## config.mk

```make
export PLATFORM = sky130hd
export DESIGN_NAME = traffic_light_monitor
export DESIGN_NICKNAME = d
export VERILOG_FILES = /design/src/rtl/traffic_pkg.sv /design/src/rtl/dwell_timer.sv /design/src/rtl/traffic_light_monitor.sv
export SDC_FILE = /design/constraint.sdc
export NUM_CORES = 1
export LEC_CHECK = 0
export ABC_AREA = 1
export BUFFER_PORTS_ARGS = -buffer_cell sky130_fd_sc_hd__buf_4
export CAP_MARGIN = 0
export CORE_ASPECT_RATIO = 0.75
export CORE_UTILIZATION = 29
export CTS_CLUSTER_SIZE = 16
export DETAILED_ROUTE_END_ITERATION = 8
export GPL_ROUTABILITY_DRIVEN = 1
export HOLD_SLACK_MARGIN = 0.06
export PLACE_DENSITY = 0.55
export SYNTH_ARGS = -nofsm -noshare
export SYNTH_HDL_FRONTEND = slang
export SYNTH_SLANG_ARGS = --single-unit
```

## constraint.sdc

```tcl
create_clock -name clk -period 3.2 [get_ports clk]
set_clock_uncertainty 0.1 [all_clocks]
set_input_delay 0.32 -clock clk [delete_from_list [all_inputs] [get_ports clk]]
set_output_delay 0.32 -clock clk [all_outputs]
set_load 0.02 [all_outputs]
```

## src/rtl/traffic_pkg.sv

```systemverilog
// Shared definitions for the traffic light monitor: lamp phase codes and FSM state types.
// Latency: n/a (types and pure functions only).
// Backpressure: n/a.
// Phase codes match the controller: RED=00, GREEN=01, YELLOW=10.
package traffic_pkg;

   localparam logic [1:0] PH_RED    = 2'b00;
   localparam logic [1:0] PH_GREEN  = 2'b01;
   localparam logic [1:0] PH_YELLOW = 2'b10;

   typedef enum logic [1:0] {
      ST_SYNC,
      ST_RED,
      ST_GREEN,
      ST_YELLOW
   } state_e;

   // How far the current RED->GREEN->YELLOW cycle has progressed without any error.
   typedef enum logic [1:0] {
      ARM_NONE,
      ARM_RED,
      ARM_GREEN,
      ARM_YELLOW
   } arm_e;

   function automatic logic [1:0] state_phase(input state_e s);
      logic [1:0] p;
      case (s)
         ST_GREEN:  p = PH_GREEN;
         ST_YELLOW: p = PH_YELLOW;
         default:   p = PH_RED;
      endcase
      return p;
   endfunction

   function automatic state_e succ_state(input state_e s);
      state_e n;
      case (s)
         ST_RED:    n = ST_GREEN;
         ST_GREEN:  n = ST_YELLOW;
         ST_YELLOW: n = ST_RED;
         default:   n = ST_SYNC;
      endcase
      return n;
   endfunction

endpackage

```

## src/rtl/dwell_timer.sv

```systemverilog
// Dwell counter for one lamp phase, saturating at 255, with min/max legality compares.
// Latency: under_min_o is combinational from the count; over_max_o is combinational from hold_i.
// Backpressure: none.
// Ports: clk_i, rst_i (sync, active-high); clear_i (drop to 0), enter_i (load 1), hold_i (count up);
//        under_min_o (count below MIN_DWELL), over_max_o (this hold pushes past MAX_DWELL, once per occupancy).
module dwell_timer #(
   parameter int unsigned MIN_DWELL = 1,
   parameter int unsigned MAX_DWELL = 1
) (
   input  logic clk_i,
   input  logic rst_i,
   input  logic clear_i,
   input  logic enter_i,
   input  logic hold_i,
   output logic under_min_o,
   output logic over_max_o
);

   localparam logic [7:0] MIN_C = 8'(MIN_DWELL);
   localparam logic [7:0] MAX_C = 8'(MAX_DWELL);

   logic [7:0] dwell_q, dwell_d;
   // Remembers that the max violation already fired, so a count pinned at
   // saturation does not report again every cycle.
   logic       fired_q, fired_d;

   always_comb begin
      dwell_d    = dwell_q;
      fired_d    = fired_q;
      over_max_o = 1'b0;
      if (clear_i) begin
         dwell_d = 8'd0;
         fired_d = 1'b0;
      end else if (enter_i) begin
         dwell_d = 8'd1;
         fired_d = 1'b0;
      end else if (hold_i) begin
         if (dwell_q == MAX_C && !fired_q) begin
            over_max_o = 1'b1;
            fired_d    = 1'b1;
         end
         if (dwell_q != 8'hFF) begin
            dwell_d = dwell_q + 8'd1;
         end
      end
   end

   assign under_min_o = (dwell_q < MIN_C);

   always_ff @(posedge clk_i) begin
      if (rst_i) begin
         dwell_q <= 8'd0;
         fired_q <= 1'b0;
      end else begin
         dwell_q <= dwell_d;
         fired_q <= fired_d;
      end
   end

endmodule

```

## src/rtl/traffic_light_monitor.sv

```systemverilog
// Watches red/yellow/green lamp drives, tracks the phase and flags code, order and timing faults.
// Latency: all outputs registered; they reflect the sample taken on the previous rising edge.
// Backpressure: none; one lamp sample consumed every cycle.
// Ports: clk, rst (sync, active-high); red/yellow/green lamp samples; err_clr clears sticky flags;
//        phase/phase_valid tracked phase; err_onehot/err_seq/err_dwell/err_any sticky flags;
//        cycle_count completed clean RED->GREEN->YELLOW->RED cycles (wraps).
module traffic_light_monitor
   import traffic_pkg::*;
#(
   parameter int unsigned MIN_DWELL = 1,
   parameter int unsigned MAX_DWELL = 1
) (
   input  logic        clk,
   input  logic        rst,
   input  logic        red,
   input  logic        yellow,
   input  logic        green,
   input  logic        err_clr,
   output logic [1:0]  phase,
   output logic        phase_valid,
   output logic        err_onehot,
   output logic        err_seq,
   output logic        err_dwell,
   output logic        err_any,
   output logic [15:0] cycle_count
);

   state_e      state_q, state_d;
   arm_e        arm_q, arm_d;
   logic [1:0]  phase_q;
   logic        phase_valid_q;
   logic        err_onehot_q, err_onehot_d;
   logic        err_seq_q, err_seq_d;
   logic        err_dwell_q, err_dwell_d;
   logic        err_any_q;
   logic [15:0] count_q, count_d;

   logic [1:0]  lamp_cnt;
   logic        legal, dark;
   state_e      obs_state;

   logic        t_clear, t_enter, t_hold, change;
   logic        new_onehot, new_seq, new_dwell, err_now;
   logic        under_min, over_max;

   assign lamp_cnt  = {1'b0, red} + {1'b0, yellow} + {1'b0, green};
   assign legal     = (lamp_cnt == 2'd1);
   assign dark      = (lamp_cnt == 2'd0);
   assign obs_state = red ? ST_RED : (green ? ST_GREEN : ST_YELLOW);

   dwell_timer #(
      .MIN_DWELL (MIN_DWELL),
      .MAX_DWELL (MAX_DWELL)
   ) u_dwell (
      .clk_i       (clk),
      .rst_i       (rst),
      .clear_i     (t_clear),
      .enter_i     (t_enter),
      .hold_i      (t_hold),
      .under_min_o (under_min),
      .over_max_o  (over_max)
   );

   // Phase tracking FSM.
   always_comb begin
      state_d    = state_q;
      new_onehot = 1'b0;
      new_seq    = 1'b0;
      t_clear    = 1'b0;
      t_enter    = 1'b0;
      t_hold     = 1'b0;
      change     = 1'b0;
      case (state_q)
         ST_SYNC: begin
            if (legal) begin
               state_d = obs_state;
               t_enter = 1'b1;
            end else if (!dark) begin
               new_onehot = 1'b1;
            end
         end
         default: begin
            if (!legal) begin
               new_onehot = 1'b1;
               state_d    = ST_SYNC;
               t_clear    = 1'b1;
            end else if (obs_state == state_q) begin
               t_hold = 1'b1;
            end else begin
               // Any legal change re-locks on the observed phase; only the
               // natural successor is in order.
               state_d = obs_state;
               t_enter = 1'b1;
               change  = 1'b1;
               if (obs_state != succ_state(state_q)) begin
                  new_seq = 1'b1;
               end
            end
         end
      endcase
   end

   assign new_dwell = (change && under_min) || over_max;
   assign err_now   = new_onehot || new_seq || new_dwell;

   // Cycle progress: a cycle counts only if every step from the opening RED
   // onward (including the closing YELLOW->RED) was clean.
   always_comb begin
      arm_d   = arm_q;
      count_d = count_q;
      if (err_now) begin
         arm_d = ARM_NONE;
      end else if (t_enter) begin
         case (state_d)
            ST_RED: begin
               if (arm_q == ARM_YELLOW) begin
                  count_d = count_q + 16'd1;
               end
               arm_d = ARM_RED;
            end
            ST_GREEN:  arm_d = (arm_q == ARM_RED)   ? ARM_GREEN  : ARM_NONE;
            ST_YELLOW: arm_d = (arm_q == ARM_GREEN) ? ARM_YELLOW : ARM_NONE;
            default:   arm_d = ARM_NONE;
         endcase
      end
   end

   // Sticky flags: a new error wins over a simultaneous clear.
   always_comb begin
      err_onehot_d = (err_onehot_q && !err_clr) || new_onehot;
      err_seq_d    = (err_seq_q    && !err_clr) || new_seq;
      err_dwell_d  = (err_dwell_q  && !err_clr) || new_dwell;
   end

   always_ff @(posedge clk) begin
      if (rst) begin
         state_q       <= ST_SYNC;
         arm_q         <= ARM_NONE;
         phase_q       <= PH_RED;
         phase_valid_q <= 1'b0;
         err_onehot_q  <= 1'b0;
         err_seq_q     <= 1'b0;
         err_dwell_q   <= 1'b0;
         err_any_q     <= 1'b0;
         count_q       <= 16'd0;
      end else begin
         state_q       <= state_d;
         arm_q         <= arm_d;
         phase_q       <= state_phase(state_d);
         phase_valid_q <= (state_d != ST_SYNC);
         err_onehot_q  <= err_onehot_d;
         err_seq_q     <= err_seq_d;
         err_dwell_q   <= err_dwell_d;
         err_any_q     <= err_onehot_d || err_seq_d || err_dwell_d;
         count_q       <= count_d;
      end
   end

   assign phase       = phase_q;
   assign phase_valid = phase_valid_q;
   assign err_onehot  = err_onehot_q;
   assign err_seq     = err_seq_q;
   assign err_dwell   = err_dwell_q;
   assign err_any     = err_any_q;
   assign cycle_count = count_q;

endmodule

```

Word-level counts from Yosys, hierarchy flattened --
Cells that the tools add are included.
Storage, ports and cells: bits in read-only memories 0, logic and storage cells 97, input bits 6, RAM bits 0, memories 0, bits in latches 0, output and inout port bits 23, register bits after elaboration 36
Cells by class: order comparisons 1, bitwise logic cells 1, reductions and logical operators 27, shift operators 0, multiply operators 0, div/mod/pow operators 0, equal/unequal tests 14, multiplexer cells 38, $add $sub $neg 4
Operator list (number):
- $mux W1 | 25
- $mux W2 | 10
- $add A16 B1 Y16 const B | 1
- $eq A2 B2 Y1 const B | 6
- $pmux W2 S3 | 2
- $add A8 B1 Y8 const B | 1
- $eq A2 B1 Y1 const B | 4
- $eq A8 B1 Y1 const B | 1
- $logic_or A1 B1 Y1 | 8
- $lt A8 B1 Y1 const B | 1
- $ne A8 B8 Y1 const B | 1
- $reduce_and A2 Y1 | 3
- $reduce_bool A2 Y1 | 3
- $logic_and A1 B1 Y1 | 5
- $logic_not A2 Y1 | 2
- $pmux W2 S2 | 1
- $reduce_and A4 Y1 | 1
- $reduce_or A2 Y1 | 2
- $reduce_or A3 Y1 | 1
- $add A1 B1 Y2 | 1
- $add A2 B1 Y2 | 1
- $eq A2 B2 Y1 | 1
- $logic_not A1 Y1 | 2
- $ne A2 B2 Y1 | 1
- $not A1 Y1 | 1

Logic depth before layout (Yosys ltp) --
Gate-level depths: netlist (run 1).
word-level depth 15, depth in mapped cells 13, depth with buffers taken out 13

Cells and area by module --
Synthesis (run 1) repeated with hierarchy kept, for this count alone.
Second synthesis, totals: cell total of the unflattened synthesis 346, area total of the unflattened synthesis 2257.2 um^2
Modules (own cells, without submodules):
- traffic_light_monitor | cells each 261, area each 1696.6 um^2, times used 1, sequential area each 540.5 um^2
- dwell_timer | cells each 85, area each 560.5 um^2, times used 1, sequential area each 180.2 um^2

Least setup slack after synthesis (run 1) --
No wires, ideal clock.
path type input to register, start input port red, end register count_q[10] (netlist: cycle_count[10]), arrival time 1.885 ns, required time 2.962 ns, stages 12, library setup time 0.138 ns, path buffers 1, slack 1.077 ns, cell sequence inv_2 > fa_1 > inv_2 > nand2_4 > nand2_1 > nand2_2 > nand3_4 > nor2_8 > nand3_4 > buf_8 > nand2_2 > a21oi_2
Between the ends: longest elaborated chain between the ends 12, elaborated cells between the ends (all ways) 38, classes of those cells add/sub (2); eq/ne (4); mux (25); bitwise (1); reduce/logical (6)
RTL lines:
- from (decl) | RTL line traffic_light_monitor.sv:15 | input logic red,
- $add A1 B1 Y2 or $mux W2 (tied branches) | RTL line traffic_light_monitor.sv:46, traffic_light_monitor.sv:49
- $add A2 B1 Y2 or $eq A2 B2 Y1 (tied branches) | RTL line traffic_light_monitor.sv:46, traffic_light_monitor.sv:87
- $eq A2 B1 Y1 or $mux W1 (tied branches) | RTL line traffic_light_monitor.sv:47, traffic_light_monitor.sv:87
- $mux W1 | RTL line traffic_light_monitor.sv:83 | if (!legal) begin
- $mux W1 | RTL line traffic_light_monitor.sv:73 | case (state_q)
- $mux W1 | RTL line dwell_timer.sv:37 | end else if (hold_i) begin
- $mux W1 | RTL line dwell_timer.sv:34 | end else if (enter_i) begin
- $mux W1 | RTL line dwell_timer.sv:31 | if (clear_i) begin
- $logic_or A1 B1 Y1 | RTL line traffic_light_monitor.sv:103 | assign new_dwell = (change && under_min) || over_max;
- $logic_or A1 B1 Y1 | RTL line traffic_light_monitor.sv:104 | assign err_now = new_onehot || new_seq || new_dwell;
- $not A1 Y1 (no line)
- $reduce_and A4 Y1 (no line) (*)
- to (signal assigned) | RTL line traffic_light_monitor.sv:155 | count_q <= count_d;
- to (decl) | RTL line traffic_light_monitor.sv:36 | logic [15:0] count_q, count_d;
Every way passes the cells marked *; elsewhere a longest branch is shown, timed or not. A chain may end at the register's enable or synchronous reset.

Worst setup path after layout (run 1) --
start register state_q[0], end register count_q[4] (netlist: cycle_count[4])
Between the ends: longest elaborated chain between the ends 14, elaborated cells between the ends (all ways) 37, classes of those cells eq/ne (6); mux (24); bitwise (1); reduce/logical (6)
RTL lines:
- from (decl) | RTL line traffic_light_monitor.sv:28 | state_e state_q, state_d;
- from (signal assigned) | RTL line traffic_light_monitor.sv:147 | state_q <= state_d;
- $eq A2 B2 Y1 or $eq A2 B1 Y1 (tied branches) | RTL line traffic_pkg.sv:38 | case (s)
- $pmux W2 S3 | RTL line traffic_pkg.sv:38
- $mux W2 | RTL line traffic_light_monitor.sv:87 | end else if (obs_state == state_q) begin
- $mux W2 | RTL line traffic_light_monitor.sv:83
- $mux W2 | RTL line traffic_light_monitor.sv:73
- $ne A2 B2 Y1 | RTL line traffic_light_monitor.sv:95 | if (obs_state != succ_state(state_q)) begin
- $mux W1 | RTL line traffic_light_monitor.sv:95
- $mux W1 | RTL line traffic_light_monitor.sv:87
- $mux W1 | RTL line traffic_light_monitor.sv:83
- $mux W1 | RTL line traffic_light_monitor.sv:73
- $logic_or A1 B1 Y1 (2 in a row) | RTL line traffic_light_monitor.sv:104
- $not A1 Y1 (no line)
- $reduce_and A4 Y1 (no line) (*)
Every way passes the cells marked *; elsewhere a longest branch is shown, timed or not. The select of a mux whose other input is x is not followed.

==> results.ini, run 1 <==
[outcome]
status = finished clean

[timing]
worstMarginPinSlew_ns = 0.439
rsz0062_at_grt = false
setup_viol = 0
fin_hold_ws_ns = 0.249
min_period_ns = 2.28
fmax_mhz = 439
slew_viol_final = 0
hold_viol_final = 0
fin_tns_setup_ns = 0
period_share_pct = 71.2
slew_headroom_pct = 70.7

[yosys]
ys_seq_elements = 36
ys_types = 35
yosys.cell_count.top_type = nand2_1
synth-edff-count = 0
ys_seq_area_share_pct = 31.3
syn_inst = 326
synth_nets = 341
synth_area_per_cell_um2 = 7.06
synth-main-ff-cell = dfxtp_1
synth_largest_area_cell = dfxtp_1
ys_top_cells_by_area = dfxtp_1 (31%), nand2_1 (12%), nand4_1 (6.8%)
synthTopCellsByCount = nand2_1 (75), inv_1 (40), dfxtp_1 (36)
yosysWarnings = 0
async_flop_share_pct = 0
synth_top_area_share_pct = 31.3
synthesis.area_mm2 = 0.00230

[layout]
syn_to_final_growth_pct = 16.0
post-route-util_pct = 35.6
n_antenna_cell = 0
nNetsFinal = 370
drive_gt1_share_pct = 22.3

[floorplan]
start_util_pct = 30.7
die_w_um = 105
rows = 27
ios = 29
coreArea_mm2 = 0.00750
dieArea_mm2 = 0.00830
die_h_um = 79.1

[place]
dp.final_hpwl_um = 3890
numPortBuffers = 28
gp_congestion = 0.746

[critical_path]
crit_type = flop to flop
crit_required_ns = 3.26
cp-end-kind = flop
worstPathMaxFanout = 17
rrSetupSlack_ns = 0.92
start_kind = flop
reg2reg_from = state_q[0]$_SDFF_PP0_
arrival_ns = 2.34
cp-startpoint = state_q[0]$_SDFF_PP0_

[grt]
grt_max_degree = 24
grt_pass1_wl_um = 9190
antenna_found_initial = 0
grt_use_total_pct = 13.4
grt_pass1_vias = 1915
grt-ovfl-total = 0

[route]
wl_per_cell_um = 11.6
initialDrtViolationCount = 117
wl_um = 5280
via_count = 2104
drt-pass1-iter-count = 4
antenna_left = 0
viasPerCell = 4.61
drc = 0

[power_and_ir_drop]
leakage_uw = 0.00109
ir_drop_uv = 195
power-per-cell-area_mw_per_mm2 = 356

[clock_network]
clock_latency_ns = 0.28
clk_pin_slew_ns = 0.08
cts_resized = 0
cts.sinks = 36
cts-root-buf = clkbuf_8
tritoncts = yes
cts_setup_buffers = 0
cts_buffers = 5
cts_hold_buf = 0
htreeDepth = 2
clockBufferDepth = 2

[min_path]
hold_class = primary input to flop
min_from = err_clr

[job]
cap_viol_max_count = 0

==> registers in the layout (all words and copies together), names as in the netlist <==
signal and count:
u_dwell.fired_q 1, err_seq 1, cycle_count 16, err_any 1, err_onehot 1, u_dwell.dwell_q 8, err_dwell 1, state_q 2
phase_valid 1, arm_q 2, phase 2
==> critical path, cell delays in order (launching register included) <==
cell and delay [ns]:
dfxtp_1 0.34, inv_1 0.10, ha_1 0.29, inv_2 0.08, a21oi_1 0.21, inv_1 0.10
nor2_4 0.38, nand3_4 0.34, nand2_1 0.14, a21oi_1 0.07
==> power by group <==
group / leakage (uW) / internal, uW / switching [uW]
clock: 0.0000410 / 148 / 152
combinational: 0.000762 / 55.9 / 121
sequential: 0.000292 / 462 / 11.1
==> layout by cell type, fill, tap and decap left out, types with 6 or more instances in the layout <==
master,Yosys,layout
buf_4,1,28
nand4_1,25,25
xor2_1,7,7
nand3_1,13,13
a21oi_2,10,10
nand2_1,75,75
nand2_2,17,17
nor2_1,34,34
inv_1,40,40
dfxtp_1,36,36
o21ai_0,6,6
ha_1,8,8
a21oi_1,14,14
==> stage by stage <==
step / setup WS, ns / power, uW / cells / area (um^2)
floorplan: 1.08 / 616 / 326 / 2300
global placement: 0.714 / 660 / 449 / 2590
detailed placement: 0.639 / 661 / 449 / 2590
CTS: 0.914 / 963 / 456 / 2670
global route: 0.641 / 1010 / 456 / 2670
finish: 0.923 / 951 / 456 / 2670
==> cell families (layout without fill, tap and decap cells) <==
logic type,after synthesis,count (layout),share of synthesized area (%)
buf+inv,51,80,9.35
compound gates,34,34,9.35
fa+ha+maj,9,9,5.22
flops,36,36,31.3
xor+xnor,11,11,4.19
simple gates,185,185,40.6
==> worst paths after layout <==
path / to / depth (start not counted)
max reg2reg: cycle_count[4]$_SDFFE_PP0P_ / 9
max: cycle_count[4]$_SDFFE_PP0P_ / 9
min: err_dwell$_SDFF_PP0_ / 4
min reg2reg: u_dwell.fired_q$_SDFFE_PP0N_ / 2
==> layer usage <==
metal  routed length [um]  vias to the layer above  global-route usage [%]
met4                   48                        0                    3.24
met5                    0                        -                       0
met3                  222                        4                    2.46
met2                 2140                       43                    20.2
met1                 2870                      941                    19.6
li1                     -                     1116                       -
==> cell type report <==
type / instances / area (um^2)
clock buffers: 6 / 72.6
clock inverters: 1 / 5.00
fillers: 789 / 4830
inverters: 45 / 169
multi-input cells: 239 / 1370
flip-flops and latches: 36 / 721
well taps: 101 / 126
repair buffers: 28 / 210
No activity file was read; power rests on OpenSTA's default activity.
==> run 2: changes to the inputs <==
--- a/config.mk
+++ b/config.mk
@@ -5,7 +5,7 @@
 export SDC_FILE = /design/constraint.sdc
 export NUM_CORES = 1
 export LEC_CHECK = 0
-export ABC_AREA = 1
+export ABC_AREA = 0
 export BUFFER_PORTS_ARGS = -buffer_cell sky130_fd_sc_hd__buf_4
 export CAP_MARGIN = 0
 export CORE_ASPECT_RATIO = 0.75
==> constraint.sdc (replaced) <==
create_clock -name clk -period 2.1 [get_ports clk]
set_clock_uncertainty 0.1 [all_clocks]
set_input_delay 0.21 -clock clk [delete_from_list [all_inputs] [get_ports clk]]
set_output_delay 0.21 -clock clk [all_outputs]
set_load 0.02 [all_outputs]
==> run 2 against run 1 <==
Compared with the run above: sequential share of layout area shrank 4.2 points; cell count shrank 12%; synthesized cell count shrank 29%; critical endpoint is now cycle_count[7]$_SDFFE_PP0P_; die area shrank 14%; the flow now finishes with violations (negative setup slack); worst setup slack lost 1.1 ns; sequential cell count is the same.
==> results.ini, run 2 <==
[yosys]
synth_compound_area_share_pct = 12.6
synth-xor-area-share_pct = 9.82
async_flop_share_pct = 0
ys_top_cells_by_area = dfxtp_1 (37%), xnor2_1 (5.8%), nor2_1 (5.5%)
synth-edff-count = 0
muxShareOfSynthArea_pct = 1.66
yosysWarnings = 0
ys_seq_area_share_pct = 36.7
synthesis.area_mm2 = 0.00196
yosys.cell_count.top_type = dfxtp_1
synth_top_area_share_pct = 36.7
synthTopCellsByCount = dfxtp_1 (36), nor2_1 (29), nand2_1 (16)
synth_area_per_cell_um2 = 8.54
synth_top_family_by_area = simple AND/OR/NAND/NOR gates
ys_seq_elements = 36
yosys.area_share.adder_pct = 6.12
ys_types = 51
synth-main-ff-cell = dfxtp_1
syn_inst = 230
yosys.area_share.simple_pct = 28.3
synth_largest_area_cell = dfxtp_1
synth_nets = 245

[power_and_ir_drop]
leakage_uw = 0.00124
power-per-cell-area_mw_per_mm2 = 560
finalPower_uw = 1770
ir_drop_uv = 231

[critical_path]
slowest_stage = fa_2
cp-end-kind = flop
crit_required_ns = 2.22
cpPeakStageDelay_ns = 0.63
cp.depth = 10
worst_r2r_endpoint = cycle_count[7]$_SDFFE_PP0P_
crit_chain = buf_6, inv_4, fa_2, nand2b_4, a2111o_1, buf_6, buf_4, nand3_2, or4_1, a21oi_1
reg2reg_from = state_q[1]$_SDFF_PP0_
cpMostUsedCell = buf_6
critical_path.top_delay_family = simple AND/OR/NAND/NOR gates
cp-startpoint = red
endpoint = cycle_count[7]$_SDFFE_PP0P_
crit_type = primary input to flop
reg2reg_depth = 9
worstPathMaxFanout = 6
arrival_ns = 2.37
start_kind = primary input
crit_buf_inv = 4
rrSetupSlack_ns = -0.14

[grt]
antenna_found_initial = 0
grt-ovfl-total = 0
grt_use_total_pct = 16.0
grt_pass1_wl_um = 8940
grt_pass1_vias = 1782
grt_max_degree = 30

[timing]
slew_viol_final = 0
slew_headroom_pct = 77.3
period_share_pct = 107
min_period_ns = 2.25
setup_ws_ns = -0.146
worstMarginPinSlew_ns = 0.339
fin_hold_ws_ns = 0.198
setup_viol = 7
fmax_mhz = 445
hold_viol_final = 0
rsz0062_at_grt = true

[floorplan]
rows = 25
coreArea_mm2 = 0.00641
ios = 29
start_util_pct = 30.6
dieArea_mm2 = 0.00711
die_w_um = 97.0
die_h_um = 73.3

[layout]
nNetsFinal = 336
post-route-util_pct = 49.4
drive_gt1_share_pct = 46.0
final_common_cell = buf_4
final_design_area_no_fill_mm2 = 0.00317
largest_register_ffs = 16
stdcell_count = 403
n_antenna_cell = 0
final_cell_mix = buf_4 (83), dfxtp_1 (34), nor2_1 (28)
syn_to_final_growth_pct = 61.4

[place]
dp.final_hpwl_um = 4000
gp_congestion = 0.855
dp_cells = 384
dpl_cell_area_mm2 = 0.00268
numPortBuffers = 28

[route]
drc = 0
antenna_left = 0
initialDrtViolationCount = 163
drt-pass1-iter-count = 4
wl_per_cell_um = 14.1
via_count = 2044
viasPerCell = 5.07
wl_um = 5670

[clock_network]
clockBufferDepth = 2
clk_pin_slew_ns = 0.07
clock_latency_ns = 0.29
cts_buffers = 5
cts_hold_buf = 0
htreeDepth = 2
tritoncts = yes
cts-root-buf = clkbuf_8
cts.sinks = 36

[outcome]
violations = negative setup slack
status = finished with violations

[min_path]
hold_path_depth = 2
hold_class = primary input to flop

[job]
cap_viol_max_count = 0

run 2: cell count changes in the layout (fill, tap and decap cells not counted), moves of 6 or more:
cell	delta
nand2_1	-60
buf_4	+55
inv_1	-34
nand2_2	-17
nand4_1	-12
a21oi_2	-9
buf_6	+9
nand3_1	-8
a21oi_1	-6
nor2_1	-6
nor2b_1	+6
xnor2_1	+6
run 2: cells by family (layout without fill, tap and decap cells):
kind of cell | after synthesis | after routing
muxes | 3 | 3
xor gates and xnor gates | 22 | 22
adders and majority gates | 9 | 9
and+or+nand+nor | 105 | 105
AOI/OAI and AO/OA | 35 | 35
DFF | 36 | 36
buffers and inverters | 20 | 112
run 2: worst min-delay path by stage:
stage / startpoint / end
final: rst / cycle_count[0]$_SDFFE_PP0P_
after global routing: rst / cycle_count[4]$_SDFFE_PP0P_
after CTS: rst / cycle_count[1]$_SDFFE_PP0P_
after detailed placement: u_dwell.fired_q$_SDFFE_PP0N_ / u_dwell.fired_q$_SDFFE_PP0N_
after global placement: u_dwell.fired_q$_SDFFE_PP0N_ / u_dwell.fired_q$_SDFFE_PP0N_
after floorplan: u_dwell.fired_q$_SDFFE_PP0N_ / u_dwell.fired_q$_SDFFE_PP0N_
run 2: per-stage QoR:
step | setup TNS (ns) | setup WS [ns]
finish | -0.641 | -0.146
global route | -1.77 | -0.233
CTS | -0.494 | -0.140
detailed placement | -7.30 | -0.551
global placement | -6.50 | -0.520
floorplan | -3.53 | -0.359
run 2: power breakdown:
group | internal, uW | total (uW) | switching, uW
logic | 280 | 552 | 273
clock network | 268 | 512 | 244
registers | 699 | 710 | 10.8
total | 1250 | 1770 | 528
run 2: area by class of cell:
class / count / area, um^2
fill: 599 / 3240
tap: 81 / 101
timing repair buffer: 93 / 739
inverter: 11 / 43.8
multi-input combinational: 174 / 1470
sequential: 36 / 723
clock buffer: 8 / 90.1
run 2: repair_timing:
item	in CTS	in global routing
pin swaps	18	19
endpoints found under the setup margin	16	19
resized for setup	29	31
setup buffers	8	6
run 2: routing by layer:
| layer | part of all wire, % | vias to the layer above | global-route usage (%) |
|---|---|---|---|
| met5 | 0 | - | 0 |
| met4 | 1.0 | 0 | 4.64 |
| met3 | 5.9 | 8 | 3.71 |
| met2 | 42 | 53 | 21.8 |
| met1 | 51 | 979 | 24.5 |
| li1 | - | 1004 | - |
==> run 3: changes to the inputs <==
--- a/config.mk
+++ b/config.mk
@@ -9,12 +9,13 @@
 export BUFFER_PORTS_ARGS = -buffer_cell sky130_fd_sc_hd__buf_4
 export CAP_MARGIN = 0
 export CORE_ASPECT_RATIO = 0.75
-export CORE_UTILIZATION = 29
+export CORE_UTILIZATION = 40
+export CTS_CLUSTER_DIAMETER = 40
 export CTS_CLUSTER_SIZE = 16
 export DETAILED_ROUTE_END_ITERATION = 8
 export GPL_ROUTABILITY_DRIVEN = 1
 export HOLD_SLACK_MARGIN = 0.06
-export PLACE_DENSITY = 0.55
+export PLACE_DENSITY = 0.68
 export SYNTH_ARGS = -nofsm -noshare
 export SYNTH_HDL_FRONTEND = slang
 export SYNTH_SLANG_ARGS = --single-unit
==> run 3 against run 2 <==
Compared with the run above: the flow still finishes with violations (negative setup slack); via count is 1.8% lower; first-iteration DRC count is 29% lower; combinational power is 11% lower; sequential cell count stayed put; critical path depth is 2 lower; largest cell class unchanged.
==> results.ini, run 3 (synthesis gave the netlist of run 2 again) <==
[timing]
min_period_ns = 2.26
worstMarginPinSlew_ns = 0.385
slew_headroom_pct = 74.2
fmax_mhz = 442
rsz0062_at_grt = true
slew_viol_final = 0
setup_ws_ns = -0.161
setup_viol = 11
fin_hold_ws_ns = 0.187
hold_viol_final = 0
period_share_pct = 108

[layout]
stdcell_count = 378
nNetsFinal = 335
drive_gt1_share_pct = 42.4
n_antenna_cell = 0
fill_cells = 368
largest_register_ffs = 16
syn_to_final_growth_pct = 53.2
final_cell_mix = buf_4 (87), dfxtp_1 (34), nor2_1 (29)
final_common_cell = buf_4

[critical_path]
reg2reg_from = state_q[1]$_SDFF_PP0_
worst_r2r_endpoint = cycle_count[7]$_SDFFE_PP0P_
start_kind = flop
reg2reg_depth = 8
worstPathMaxFanout = 4
rrSetupSlack_ns = -0.16
crit_required_ns = 2.23
arrival_ns = 2.39
crit_type = flop to flop
cp-end-kind = flop

[power_and_ir_drop]
sw_frac_of_total_pct = 29.5
p_clk_share_pct = 30.2
internal_power_uw = 1220
finalPower_uw = 1720
ir_drop_uv = 313
power-per-cell-area_mw_per_mm2 = 573
netSwitchingPower_uw = 508
leakage_uw = 0.00121
combPwrFrac_pct = 28.6
seqPwrFrac_pct = 41.2

[grt]
grt-ovfl-total = 0
grt_max_degree = 30
grt_pass1_wl_um = 8870
grt_use_total_pct = 21.5
antenna_found_initial = 0
grt_pass1_vias = 1869

[floorplan]
dieArea_mm2 = 0.00520
start_util_pct = 42.7
ios = 29
rows = 21
die_w_um = 82.9
die_h_um = 62.7
coreArea_mm2 = 0.00460

[min_path]
min_from = rst
hold_path_depth = 2
hold_class = primary input to flop
min_to = cycle_count[0]$_SDFFE_PP0P_

[route]
top_layer_used = met4
initialDrtViolationCount = 116
drc = 0
drt-pass1-iter-count = 4
wl_met2_um = 2260
met1_length_um = 2720
antenna_left = 0
viasPerCell = 5.31
via_count = 2008
wl_um = 5390
met3_length_um = 369
wl_per_cell_um = 14.3

[place]
dp_cells = 361
gp_congestion = 0.853
dp.final_hpwl_um = 3930
numPortBuffers = 28

[clock_network]
clk_pin_slew_ns = 0.08
tritoncts = yes
cts-root-buf = clkbuf_8
clockBufferDepth = 2
htreeDepth = 2
clock_latency_ns = 0.29
cts_buffers = 5
cts.sinks = 36

[job]
cap_viol_max_count = 0

[outcome]
status = finished with violations
violations = negative setup slack

-- run 3: changes by cell type in the layout (fill, tap and decap cells not counted), sizes merged --
cell      before  now
buf           93   92
clkinvlp       0    1
clkbuf         8    7
-- run 3: final cells by class --
| cell class | count | area, um^2 | area share, % |
|---|---|---|---|
| timing repair buffer | 92 | 709 | 23.6 |
| clock buffer | 7 | 86.3 | 2.87 |
| sequential | 36 | 726 | 24.1 |
| multi-input combinational | 174 | 1360 | 45.2 |
| clock inverter | 1 | 7.51 | 0.250 |
| tap | 57 | 71.3 | 2.37 |
| inverter | 11 | 46.3 | 1.54 |
-- run 3: layer usage --
| metal | track usage (%) | up-vias |
|---|---|---|
| li1 | - | 1011 |
| met1 | 31.6 | 925 |
| met2 | 31.7 | 68 |
| met3 | 3.96 | 4 |
| met4 | 6.47 | 0 |
| met5 | 0 | - |
-- run 3: worst max path at each step --
stage,startpoint,cells past startpoint,to
4_1_cts,state_q[0]$_SDFF_PP0_,8,cycle_count[15]$_SDFFE_PP0P_
3_3_place_gp,yellow,9,cycle_count[15]$_SDFFE_PP0P_
5_1_grt,state_q[1]$_SDFF_PP0_,8,cycle_count[7]$_SDFFE_PP0P_
2_1_floorplan,red,10,cycle_count[10]$_SDFFE_PP0P_
6_report,state_q[1]$_SDFF_PP0_,8,cycle_count[7]$_SDFFE_PP0P_
3_5_place_dp,green,9,cycle_count[15]$_SDFFE_PP0P_
-- run 3: repair_timing --
action	CTS	global route
hold endpoints to repair	0	0
setup buffers	10	2
hold buffers	0	0
gates resized for setup	21	15
pin swaps	16	14
gates cloned	0	0
setup endpoints to repair	15	20
-- run 3: worst max-delay path: stages, from the launching register on --
cell and delay, ns:
dfxtp_2 0.35, inv_2 0.06, ha_4 0.24, xnor2_2 0.13, nor3_2 0.21, o31a_1 0.30, nand3_2 0.14, or4_1 0.52
a21oi_1 0.15
-- run 3: power groups by stage --
stage	Clock (uW)	Combinational, uW	Sequential (uW)
CTS	535	447	709
finish	521	493	710
global route	561	528	711
detailed placement	0	400	723
floorplan	0	192	736
global placement	0	395	723
-- run 3: per-stage QoR --
step	instance area [um^2]	TNS (ns)	utilization, %	setup WS (ns)
finish	3010	-0.783	65.4	-0.161
global route	3010	-2.43	65.4	-0.269
CTS	2910	-0.708	63.2	-0.121
detailed placement	2660	-6.36	57.9	-0.438
global placement	2660	-5.73	57.9	-0.389
floorplan	2030	-3.53	-	-0.359
